===== src/rtl/traffic_sensor_agent_pkg.sv =====
// Shared types for the traffic sensor agent: lane FSM states and lane indices.
package traffic_pkg;
    typedef enum logic [1:0] {IDLE, WAIT, CROSS, EXIT} lane_state_t;

    localparam int LANE_N    = 0;
    localparam int LANE_S    = 1;
    localparam int LANE_E    = 2;
    localparam int NUM_LANES = 3;
endpackage


===== src/rtl/traffic_sensor_agent_if.sv =====
// Sensor/grant bundle between the vehicle-side agent (slave) and the environment (master).
interface traffic_sensor_agent_if #(
    parameter int CNT_W = 16
);
    logic             arrive_n, arrive_s, arrive_e;
    logic             n_go, s_go, e_go;
    logic             n_sense, s_sense, e_sense;
    logic [2:0]       drop_x;
    logic [2:0]       starve_x;
    logic             collision;
    logic [CNT_W-1:0] served_n, served_s, served_e;

    modport master (
        output arrive_n, arrive_s, arrive_e, n_go, s_go, e_go,
        input  n_sense, s_sense, e_sense, drop_x, starve_x, collision,
        input  served_n, served_s, served_e
    );

    modport slave (
        input  arrive_n, arrive_s, arrive_e, n_go, s_go, e_go,
        output n_sense, s_sense, e_sense, drop_x, starve_x, collision,
        output served_n, served_s, served_e
    );
endinterface


===== src/rtl/traffic_sensor_agent_lane.sv =====
// One lane: saturating arrival queue, IDLE/WAIT/CROSS/EXIT FSM, wait/cross timers, served counter.
module traffic_lane_agent
    import traffic_pkg::*;
#(
    parameter int QDEPTH_W   = 3,
    parameter int CROSS_CYC  = 4,
    parameter int STARVE_CYC = 64,
    parameter int CNT_W      = 16
) (
    input  logic             clk,
    input  logic             reset_n,
    input  logic             i_arrive,
    input  logic             i_go,
    output logic             o_sense,
    output logic             o_drop,
    output logic             o_starve,
    output logic             o_cross,
    output logic [CNT_W-1:0] o_served
);
    localparam int WAIT_W  = (STARVE_CYC > 1) ? $clog2(STARVE_CYC) : 1;
    localparam int CROSS_W = (CROSS_CYC > 1) ? $clog2(CROSS_CYC) : 1;
    localparam logic [QDEPTH_W-1:0] QMAX       = '1;
    localparam logic [WAIT_W-1:0]   WAIT_LAST  = WAIT_W'(STARVE_CYC - 1);
    localparam logic [CROSS_W-1:0]  CROSS_LOAD = CROSS_W'(CROSS_CYC - 1);

    lane_state_t         r_state;
    logic [QDEPTH_W-1:0] r_q;
    logic [WAIT_W-1:0]   r_wait;
    logic [CROSS_W-1:0]  r_cross;
    logic                r_starve;
    logic [CNT_W-1:0]    r_served;
    logic                w_deq;
    logic                w_full;

    // An idle lane takes the next car straight from the queue, or the arriving car if the queue is empty.
    assign w_deq  = (r_state == IDLE) && ((r_q != '0) || i_arrive);
    assign w_full = (r_q == QMAX);
    assign o_drop = i_arrive && !w_deq && w_full;

    assign o_sense  = (r_state == WAIT) || (r_state == CROSS);
    assign o_cross  = (r_state == CROSS);
    assign o_starve = r_starve;
    assign o_served = r_served;

    always_ff @(posedge clk or negedge reset_n) begin
        if (!reset_n) begin
            r_state  <= IDLE;
            r_q      <= '0;
            r_wait   <= '0;
            r_cross  <= '0;
            r_starve <= 1'b0;
            r_served <= '0;
        end else begin
            if (i_arrive && !w_deq && !w_full)
                r_q <= r_q + 1'b1;
            else if (!i_arrive && w_deq)
                r_q <= r_q - 1'b1;

            case (r_state)
                IDLE: begin
                    if (w_deq) begin
                        r_state <= WAIT;
                        r_wait  <= '0;
                    end
                end
                WAIT: begin
                    if (i_go) begin
                        r_state <= CROSS;
                        r_cross <= CROSS_LOAD;
                    end else if (r_wait == WAIT_LAST) begin
                        r_starve <= 1'b1;
                    end else begin
                        r_wait <= r_wait + 1'b1;
                    end
                end
                CROSS: begin
                    // go may fall mid-crossing; the car finishes regardless.
                    if (r_cross == '0) begin
                        r_state  <= EXIT;
                        r_served <= r_served + 1'b1;
                    end else begin
                        r_cross <= r_cross - 1'b1;
                    end
                end
                EXIT: begin
                    if (!i_go) r_state <= IDLE;
                end
                default: r_state <= IDLE;
            endcase
        end
    end
endmodule


===== src/rtl/traffic_sensor_agent.sv =====
// Three independent lane agents plus the sticky E-vs-N/S collision detector.
module traffic_sensor_agent
    import traffic_pkg::*;
#(
    parameter int QDEPTH_W   = 3,
    parameter int CROSS_CYC  = 4,
    parameter int STARVE_CYC = 64,
    parameter int CNT_W      = 16
) (
    input  logic                   clk,
    input  logic                   reset_n,
    traffic_sensor_agent_if.slave  bus
);
    logic [NUM_LANES-1:0]            w_arrive;
    logic [NUM_LANES-1:0]            w_go;
    logic [NUM_LANES-1:0]            w_sense;
    logic [NUM_LANES-1:0]            w_drop;
    logic [NUM_LANES-1:0]            w_starve;
    logic [NUM_LANES-1:0]            w_cross;
    logic [NUM_LANES-1:0][CNT_W-1:0] w_served;
    logic                            r_collision;

    assign w_arrive = {bus.arrive_e, bus.arrive_s, bus.arrive_n};
    assign w_go     = {bus.e_go, bus.s_go, bus.n_go};

    for (genvar i = 0; i < NUM_LANES; i++) begin : g_lane
        traffic_lane_agent #(
            .QDEPTH_W  (QDEPTH_W),
            .CROSS_CYC (CROSS_CYC),
            .STARVE_CYC(STARVE_CYC),
            .CNT_W     (CNT_W)
        ) u_lane (
            .clk      (clk),
            .reset_n  (reset_n),
            .i_arrive (w_arrive[i]),
            .i_go     (w_go[i]),
            .o_sense  (w_sense[i]),
            .o_drop   (w_drop[i]),
            .o_starve (w_starve[i]),
            .o_cross  (w_cross[i]),
            .o_served (w_served[i])
        );
    end

    // N and S share a compatible path; only E against either of them is a conflict.
    always_ff @(posedge clk or negedge reset_n) begin
        if (!reset_n)
            r_collision <= 1'b0;
        else if (w_cross[LANE_E] && (w_cross[LANE_N] || w_cross[LANE_S]))
            r_collision <= 1'b1;
    end

    assign bus.n_sense   = w_sense[LANE_N];
    assign bus.s_sense   = w_sense[LANE_S];
    assign bus.e_sense   = w_sense[LANE_E];
    assign bus.drop_x    = w_drop;
    assign bus.starve_x  = w_starve;
    assign bus.collision = r_collision;
    assign bus.served_n  = w_served[LANE_N];
    assign bus.served_s  = w_served[LANE_S];
    assign bus.served_e  = w_served[LANE_E];
endmodule

===== src/flat_wrapper.sv =====
// flat-port wrapper written by rule: the top's interface ports become plain ports
module traffic_sensor_agent_flat import traffic_pkg::*;
#(
    parameter int QDEPTH_W   = 3,
    parameter int CROSS_CYC  = 4,
    parameter int STARVE_CYC = 64,
    parameter int CNT_W      = 16
)
  (clk, reset_n, bus_arrive_n, bus_arrive_s, bus_arrive_e, bus_n_go, bus_s_go, bus_e_go, bus_n_sense, bus_s_sense, bus_e_sense, bus_drop_x, bus_starve_x, bus_collision, bus_served_n, bus_served_s, bus_served_e);
  traffic_sensor_agent_if #(.CNT_W(CNT_W)) bus_i ();
  input  logic clk;
  input  logic reset_n;
  input wire logic [$bits(bus_i.arrive_n)-1:0] bus_arrive_n;
  input wire logic [$bits(bus_i.arrive_s)-1:0] bus_arrive_s;
  input wire logic [$bits(bus_i.arrive_e)-1:0] bus_arrive_e;
  input wire logic [$bits(bus_i.n_go)-1:0] bus_n_go;
  input wire logic [$bits(bus_i.s_go)-1:0] bus_s_go;
  input wire logic [$bits(bus_i.e_go)-1:0] bus_e_go;
  output wire logic [$bits(bus_i.n_sense)-1:0] bus_n_sense;
  output wire logic [$bits(bus_i.s_sense)-1:0] bus_s_sense;
  output wire logic [$bits(bus_i.e_sense)-1:0] bus_e_sense;
  output wire logic [$bits(bus_i.drop_x)-1:0] bus_drop_x;
  output wire logic [$bits(bus_i.starve_x)-1:0] bus_starve_x;
  output wire logic [$bits(bus_i.collision)-1:0] bus_collision;
  output wire logic [$bits(bus_i.served_n)-1:0] bus_served_n;
  output wire logic [$bits(bus_i.served_s)-1:0] bus_served_s;
  output wire logic [$bits(bus_i.served_e)-1:0] bus_served_e;
  assign bus_i.arrive_n = bus_arrive_n;
  assign bus_i.arrive_s = bus_arrive_s;
  assign bus_i.arrive_e = bus_arrive_e;
  assign bus_i.n_go = bus_n_go;
  assign bus_i.s_go = bus_s_go;
  assign bus_i.e_go = bus_e_go;
  assign bus_n_sense = bus_i.n_sense;
  assign bus_s_sense = bus_i.s_sense;
  assign bus_e_sense = bus_i.e_sense;
  assign bus_drop_x = bus_i.drop_x;
  assign bus_starve_x = bus_i.starve_x;
  assign bus_collision = bus_i.collision;
  assign bus_served_n = bus_i.served_n;
  assign bus_served_s = bus_i.served_s;
  assign bus_served_e = bus_i.served_e;
  traffic_sensor_agent #(.QDEPTH_W(QDEPTH_W), .CROSS_CYC(CROSS_CYC), .STARVE_CYC(STARVE_CYC), .CNT_W(CNT_W)) u_core (.clk(clk), .reset_n(reset_n), .bus(bus_i));
endmodule

===== config.mk =====
export PLATFORM = sky130hd
export DESIGN_NAME = traffic_sensor_agent_flat
export DESIGN_NICKNAME = d
export VERILOG_FILES = /design/src/rtl/traffic_sensor_agent_pkg.sv /design/src/rtl/traffic_sensor_agent_if.sv /design/src/rtl/traffic_sensor_agent_lane.sv /design/src/rtl/traffic_sensor_agent.sv /design/src/flat_wrapper.sv
export SDC_FILE = /design/constraint.sdc
export NUM_CORES = 1
export LEC_CHECK = 0
export BUFFER_PORTS_ARGS = -buffer_cell sky130_fd_sc_hd__buf_2
export CORE_MARGIN = 4
export CORE_UTILIZATION = 55
export CTS_BUF_LIST = sky130_fd_sc_hd__clkbuf_16
export DETAILED_ROUTE_END_ITERATION = 12
export PLACE_DENSITY = 0.76
export SYNTH_ARGS = -nofsm -noshare
export SYNTH_HDL_FRONTEND = slang
export SYNTH_SLANG_ARGS = --single-unit

===== constraint.sdc =====
create_clock -name clk -period 6.5 [get_ports clk]
set_input_delay 0.325 -clock clk [delete_from_list [all_inputs] [get_ports clk]]
set_output_delay 0.325 -clock clk [all_outputs]
set_load 0.05 [all_outputs]

# Word level (Yosys, flattened, before mapping)
# Cells that the tools add are included.
word_totals:
  ff_bits: 91
classes:
  add_sub_neg: 15
  n_eq_ne: 36
  bitwise: 3
  n_reduce_logical: 65
  n_mux: 42
ops:
  columns: ["cell", "n"]
  rows:
  - ["$mux 6", 9]
  - ["$add 16x1->16 const B", 3]
  - ["$mux 2", 18]
  - ["$ne 2x2->1 const B", 18]
  - ["$pmux 6 s2", 3]
  - ["$pmux 2 s4", 3]
  - ["$reduce_and 4->1", 6]
  - ["$add 6x1->6 const B", 3]
  - ["$eq 6x6->1 const B", 3]
  - ["$mux 3", 6]
  - ["$reduce_and 3->1", 6]
  - ["$reduce_bool 2->1", 9]
  - ["$logic_and 1x1->1", 16]
  - ["$eq 2x2->1 const B", 6]
  - ["$logic_not 2->1", 6]
  - ["$pmux 2 s2", 3]
  - ["$add 3x1->3 const B", 3]
  - ["$eq 3x3->1 const B", 3]
  - ["$logic_not 1->1", 9]
  - ["$reduce_bool 3->1", 3]
  - ["$sub 3x1->3 const B", 3]
  - ["$logic_or 1x1->1", 7]
  - ["$eq 2x1->1 const B", 3]
  - ["$ne 2x1->1 const B", 3]
  - ["other kinds (3)", 9]

# Depth between registers and ports, before layout
# Gate-level depths: netlist of the first run.
logic_depth:
  depth_word: 7
  ltp_mapped: 10

# Modules after synthesis
# A second synthesis of the first run with hierarchy kept.
hier_totals:
  hier_cells: 523
  area_unflattened_um2: 5213.8
by_module_without_submodules:
  columns: ["module", "n_inst", "area_each_um2", "cells_each"]
  rows:
  - ["traffic_lane_agent at u_core.g_lane[0].u_lane ...", 2, 1712.9, 172]
  - ["traffic_lane_agent at u_core.g_lane[2].u_lane", 1, 1751.7, 176]
  - ["traffic_sensor_agent", 1, 36.3, 3]

# Least setup slack after synthesis of the first run
# No wires, ideal clock.
synth_timing:
  path_type: "reg-to-reg"
  start: "register u_core.g_lane[0].u_lane.r_state[0]"
  end: "register u_core.g_lane[0].u_lane.r_q[2]"
  stages_incl_launch_ff: 10
  synth_period_minus_slack_ns: 2.307
  t_required_ns: 6.434
  slack_ns: 4.193
  arrival_ns: 2.242
  path_cell_list: "dfrtp_1 > inv_1 > ha_1 > buf_4 > nor2_1 > nand2_1 > fa_1 > or4b_2 > o21ai_0 > a211o_1"
synth_via:
  elab_chain_len: 6
  word_cells_on_any_way: 8
synth_lines:
  columns: ["item", "line", "rtl"]
  rows:
  - ["start, declared", "traffic_sensor_agent_lane.sv:26", "lane_state_t r_state;"]
  - ["start signal, assigned", "traffic_sensor_agent_lane.sv:47", "r_state <= IDLE;"]
  - ["start signal, assigned", "traffic_sensor_agent_lane.sv:62", "r_state <= WAIT;"]
  - ["start signal, assigned", "traffic_sensor_agent_lane.sv:68", "r_state <= CROSS;"]
  - ["$logic_not 2->1 (*)", "traffic_sensor_agent_lane.sv:36", "assign w_deq = (r_state == IDLE) && ((r_q != '0) || i_arrive);"]
  - ["$logic_and 1x1->1 (*)", "traffic_sensor_agent_lane.sv:36", null]
  - ["$logic_not 1->1", "traffic_sensor_agent_lane.sv:54", "if (i_arrive && !w_deq && !w_full)"]
  - ["$logic_and 1x1->1 (2 in a row)", "traffic_sensor_agent_lane.sv:54", null]
  - ["$mux 3 / $reduce_bool 2->1 (equally long branches)", null, null]
  - ["end signal, assigned", "traffic_sensor_agent_lane.sv:55", "r_q <= r_q + 1'b1;"]
  - ["end signal, assigned", "traffic_sensor_agent_lane.sv:57", "r_q <= r_q - 1'b1;"]
  - ["end, declared", "traffic_sensor_agent_lane.sv:27", "logic [QDEPTH_W-1:0] r_q;"]
# Mark *: on every way between the ends. The rest lies on a longest branch, timed or not.
# A chain may end at the register's enable or synchronous reset.

# Worst setup path in the final report of the first run
# Ends and elaborated chain as after synthesis.

==> results of run 1 <==
## path summary, 6_finish.rpt
| kind | end |
|---|---|
| worst max-delay path | u_core.g_lane[0].u_lane.r_q[2] |
| worst min-delay path | u_core.g_lane[0].u_lane.o_starve |
| worst max register to register | u_core.g_lane[0].u_lane.r_q[2] |
| worst min register to register | u_core.g_lane[0].u_lane.o_starve |
| max in group asynchronous | u_core.g_lane[1].u_lane.r_state[1] |
| min in group asynchronous | u_core.g_lane[0].u_lane.r_q[0] |
## flip-flops by register name, summed over array words and instances (netlist names)
name / cells
u_core.g_lane.u_lane.r_q: 9
u_core.g_lane.u_lane.o_served: 48
u_core.g_lane.u_lane.o_starve: 3
u_core.bus.collision: 1
u_core.g_lane.u_lane.r_state: 6
u_core.g_lane.u_lane.r_wait: 18
u_core.g_lane.u_lane.r_cross: 6
## cell families after synthesis
family,count (synthesis),synth area share (%)
AND/OR/NAND/NOR,176,19.6
flip-flops,91,44.9
buffers and inverters,50,4.42
XOR/XNOR,46,7.94
multiplexers,13,2.96
AO/OA/AOI/OAI,103,13.9
adder cells (fa/ha/maj),24,6.36
## what timing repair did
item,4_1_cts,5_1_grt
hold buffers,1,0
setup buffers,0,0
hold endpoints to repair,2,0
## through the flow
| stage | area, um2 | instances |
|---|---|---|
| 6_report | 5760 | 676 |
| 5_1_grt | 5760 | 676 |
| 4_1_cts | 5760 | 676 |
| 3_5_place_dp | 5440 | 659 |
| 3_3_place_gp | 5440 | 659 |
| 2_1_floorplan | 5070 | 503 |
## power by group
| part | internal (mW) | total (mW) | leakage [nW] | switching, mW |
|---|---|---|---|---|
| logic | 0.391 | 0.977 | 1.53 | 0.586 |
| clock network | 0.305 | 0.538 | 0.142 | 0.233 |
| registers | 0.662 | 0.801 | 1.20 | 0.138 |
## final cells by class
type	count	area (um2)	share of cell area (%)
clock buffers	9	225	3.91
clock inverters	7	83.8	1.46
inverters	32	120	2.09
multi-input cells	362	2570	44.7
flip-flops and latches	91	2280	39.5
well taps	108	135	2.35
repair buffers	67	345	6.00
## metal layers
layer | global-route usage [%] | share of wire [%] | vias to the layer above | wire length [um]
met4 | 4.27 | 0.74 | 0 | 74
met2 | 33.4 | 50 | 64 | 5030
met1 | 24.6 | 45 | 1889 | 4540
li1 | - | - | 1911 | -
met3 | 4.22 | 3.8 | 7 | 386
met5 | 0 | 0 | - | 0
## cells in the mapped netlist (all sizes together) (2+ instances only)
cell / n / area, um2
or2: 2 / 12.5
nor3b: 2 / 15.0
and2: 5 / 31.3
o21a: 3 / 22.5
nand2: 39 / 146
o22ai: 10 / 62.6
fa: 3 / 60.1
o32ai: 2 / 17.5
nor2b: 7 / 43.8
a211o: 4 / 35.0
clkbuf: 4 / 15.0
o21ai: 24 / 124
nand2b: 12 / 75.1
a21oi: 20 / 104
dfrtp: 91 / 2280
o31ai: 6 / 45.0
nor3: 11 / 76.3
or3: 2 / 12.5
a22o: 2 / 17.5
o21bai: 2 / 15.0
nand4: 13 / 81.3
nand3b: 6 / 45.0
o211a: 2 / 20.0
xnor2: 29 / 254
or4b: 3 / 33.8
a211oi: 9 / 72.6
ha: 21 / 263
mux2i: 6 / 60.1
buf: 14 / 88.8
nor2: 24 / 106
nand3: 29 / 145
inv: 32 / 120
mux2: 7 / 90.1
a21o: 4 / 30.0
and4: 5 / 43.8
and3: 11 / 68.8
o221ai: 2 / 17.5
a31oi: 2 / 12.5
nor4: 2 / 27.5
xor2: 17 / 149
o32a: 3 / 30.0
## critical path, cell delays in order, from the launching register on
cell and delay, ns:
dfrtp_1 0.40, inv_1 0.08, ha_1 0.32, nor2_1 0.16
nand2_1 0.09, fa_1 0.50, or4b_2 0.65, o21ai_0 0.09
a211o_1 0.12
==> out/metrics.cfg, run 1 <==
[clock_tree]
cts_tree = yes
cts_buffer_depth = 2
path_clk_slew_ns = 0.07
clk_latency_ns = 0.34
clock_sinks = 91
cts_resized = 0
cts-root-buf = clkbuf_16
htreeDepth = 3
cts-buffers-inserted = 9

[yosys]
synth_area_per_cell_um2 = 10.1
synth_area_um2 = 5070
ys_types = 65
syn-num-nets = 535
yosys_warnings = 0
ys_seq_area_share_pct = 44.9
synth-seq-cells = 91
synthArstFlopShare_pct = 100
syn_inst = 503
synth_ff_type = dfrtp_1
synth_edf_count = 0

[cells_and_area]
final_cell_mix = dfrtp_1 (91), buf_2 (64), nand2_1 (39)
fillCellCount = 704
area_growth_syn_to_layout_pct = 13.5
utilization_pct = 65.1
final_nets = 595
mostFrequentLayoutCell = dfrtp_1
n_antenna_cell = 0
drive_gt1_share_pct = 18.0

[routing]
drc_errors = 0
vias = 3871
drt_pass1_iterations = 4
viasPerCell = 5.73
ant_nets = 0
wirelength_um = 10000
wl_per_cell_um = 14.8
drtIter0Drc = 163

[critical_path]
cp-end-kind = register
rrSetupSlack_ns = 4.02
critical_path_class = reg -> reg
crit_arrival_ns = 2.76
crit_start = u_core.g_lane[0].u_lane.r_state[0]
reg2reg_from = u_core.g_lane[0].u_lane.r_state[0]
worst_r2r_path_depth = 8
crit_required_ns = 6.78
cp_max_fo = 10
cp-start-kind = register

[sta]
finalSetupViolCount = 0
hold_slack_ns = 0.377
relSlewSlack_pct = 59.1
min_period_ns = 2.48
rsz0062_at_grt = no
fmax_mhz = 403
tightest_slew_ns = 0.608
setup_tns_ns = 0
post-route-period-util_pct = 38.2
hold_violations = 0
clock_skew_ns = 0.00979
timing.final.ws_setup_ns = 4.02
final-max-slew-violation-count = 0

[grt]
overflow = 0
antenna_found_initial = 0
grt_pass1_wl_um = 17700
grt_pass1_vias = 3818
track_usage_pct = 19.2
grt_max_degree = 48

[placed_design]
dp_slack_ns = 4.04
portBuffers = 65
hpwlAfterDp_um = 7200
gp_congestion = 0.788

[power_and_ir_drop]
powerDensity_nw_per_um2 = 402
vdd_ir_drop_max_mv = 0.364
p_leak_nw = 2.87
power_mw = 2.32

[floorplanning]
dieArea_um2 = 10800
die_h_um = 104
die_x_um = 104
num_rows = 34
initial_core_util_pct = 57.3
core_area_um2 = 8850
io_pins = 66

[job]
drv_cap = 0

[worst_hold_path]
hold_path_class = in -> reg
whs_path_depth = 3
hp-start = bus_n_go

[status]
status = complete, no violations

Power figures use the tool's default switching activity.
==> run 2: changes to the inputs <==
Clock period 6.5 ns to 2.37 ns, I/O delays scaled along.
==> out/metrics.cfg, run 2 (same netlist as run 1, synthesis figures left out) <==
[status]
status = complete, no violations

[cells_and_area]
mostFrequentLayoutCell = dfrtp_1
n_antenna_cell = 0
area_growth_syn_to_layout_pct = 15.5
final_cell_mix = dfrtp_1 (91), buf_2 (64), nand2_1 (39)
drive_gt1_share_pct = 20.0
final_cell_area_um2 = 5860
final_nets = 606
largest_reg_flops = 48
utilization_pct = 66.2

[clock_tree]
cts-buffers-inserted = 9
cts_buffer_depth = 2
cts-root-buf = clkbuf_16
path_clk_slew_ns = 0.07
htreeDepth = 3
clk_latency_ns = 0.33
clock_sinks = 91
cts_tree = yes

[grt]
grt_max_degree = 46
track_usage_pct = 19.7
grt_pass1_vias = 3930
grt_pass1_wl_um = 18300
overflow = 0
antenna_found_initial = 0

[critical_path]
cp_max_fo = 5
crit_arrival_ns = 2.50
crit_required_ns = 2.64
cp-end-kind = register
cp-start-kind = register
critical_path_class = reg -> reg
worst_r2r_path_depth = 8

[sta]
setup_tns_ns = 0
tightest_slew_ns = 0.586
clock_skew_ns = 0.00504
finalSetupViolCount = 0
relSlewSlack_pct = 60.6
hold_violations = 0
final-max-slew-violation-count = 0
fmax_mhz = 447
rsz0062_at_grt = no
post-route-period-util_pct = 94.4
min_period_ns = 2.24

[routing]
viasPerCell = 5.72
drt_pass1_iterations = 4
wl_per_cell_um = 14.9
drtIter0Drc = 209
vias = 3927
ant_nets = 0
wirelength_um = 10200
drc_errors = 0

[floorplanning]
io_pins = 66
initial_core_util_pct = 57.3
core_area_um2 = 8850
dieArea_um2 = 10800
num_rows = 34
die_x_um = 104
die_h_um = 104

[placed_design]
placed_cell_area_um2 = 5530
hpwlAfterDp_um = 7470
gp_congestion = 0.806
portBuffers = 65

[worst_hold_path]
hold_path_class = in -> reg
whs_path_depth = 3

[power_and_ir_drop]
p_leak_nw = 2.93
powerDensity_nw_per_um2 = 1110
vdd_ir_drop_max_mv = 1.13

[job]
drv_cap = 0

==> run 2: cell types whose count changed in the layout (fill, tap and decap cells not counted), sizes merged <==
cell / delta
clkinvlp: -2
clkinv: +2
buf: +11
==> run 2: timing repair <==
item                       in CTS  in global routing
hold endpoints to repair       25                  0
hold buffers                    1                  0
resized for setup               0                  3
setup endpoints to repair       0                  3
setup buffers                   0                  1
==> run 2: through the flow <==
step / setup slack, ns / power (mW) / hold slack (ns) / std cells
after CTS: 0.0450 / 6.52 / 0.174 / 686
after global placement: 0.138 / 4.87 / 0.0553 / 669
after global routing: 0.0117 / 7.00 / 0.177 / 687
after detailed placement: 0.0570 / 5.03 / 0.0591 / 669
after floorplan: 0.0625 / 4.39 / -0.177 / 503
final: 0.133 / 6.50 / 0.186 / 687
==> run 2: layer usage <==
layer  vias to the layer above  track usage [%]  part of all wire [%]
li1                       1941                -                     -
met1                      1915             26.2                    46
met2                        67             33.3                    50
met3                         4             3.91                   3.3
met4                         0             4.75                  0.55
met5                         -                0                     0
==> run 2: final cells by class <==
class	instances	area, um2
Inverter	32	120
Multi-Input combinational cell	362	2580
Tap cell	108	135
Sequential cell	91	2280
Clock inverter	7	83.8
Clock buffer	9	225
Fill cell	685	2990
Timing Repair Buffer	78	440
==> run 2: power by group <==
part,switching (mW),internal [mW],leakage (nW)
registers,0.355,1.82,1.20
logic,1.71,1.17,1.59
clock network,0.616,0.836,0.149
total,2.68,3.83,2.93
==> run 2: final timing paths <==
check	to	slack (ns)	start
max	u_core.g_lane[0].u_lane.r_q[2]	0.13	u_core.g_lane[0].u_lane.r_state[0]
min	u_core.g_lane[0].u_lane.o_starve	0.19	bus_n_go
max reg2reg	u_core.g_lane[0].u_lane.r_q[2]	0.13	u_core.g_lane[0].u_lane.r_state[0]
min reg2reg	u_core.g_lane[0].u_lane.o_starve	0.46	u_core.g_lane[0].u_lane.o_starve
max in group asynchronous	u_core.g_lane[1].u_lane.r_q[2]	1.51	reset_n
min in group asynchronous	u_core.g_lane[0].u_lane.r_wait[5]	0.25	reset_n
==> run 2: critical path, stage by stage (launching register included) <==
cell and delay [ns]:
dfrtp_1 0.40, inv_1 0.08, ha_1 0.22, nor2_2 0.12
nand2_1 0.09, fa_2 0.42, or4b_2 0.64, o21ai_0 0.09
a211o_1 0.12
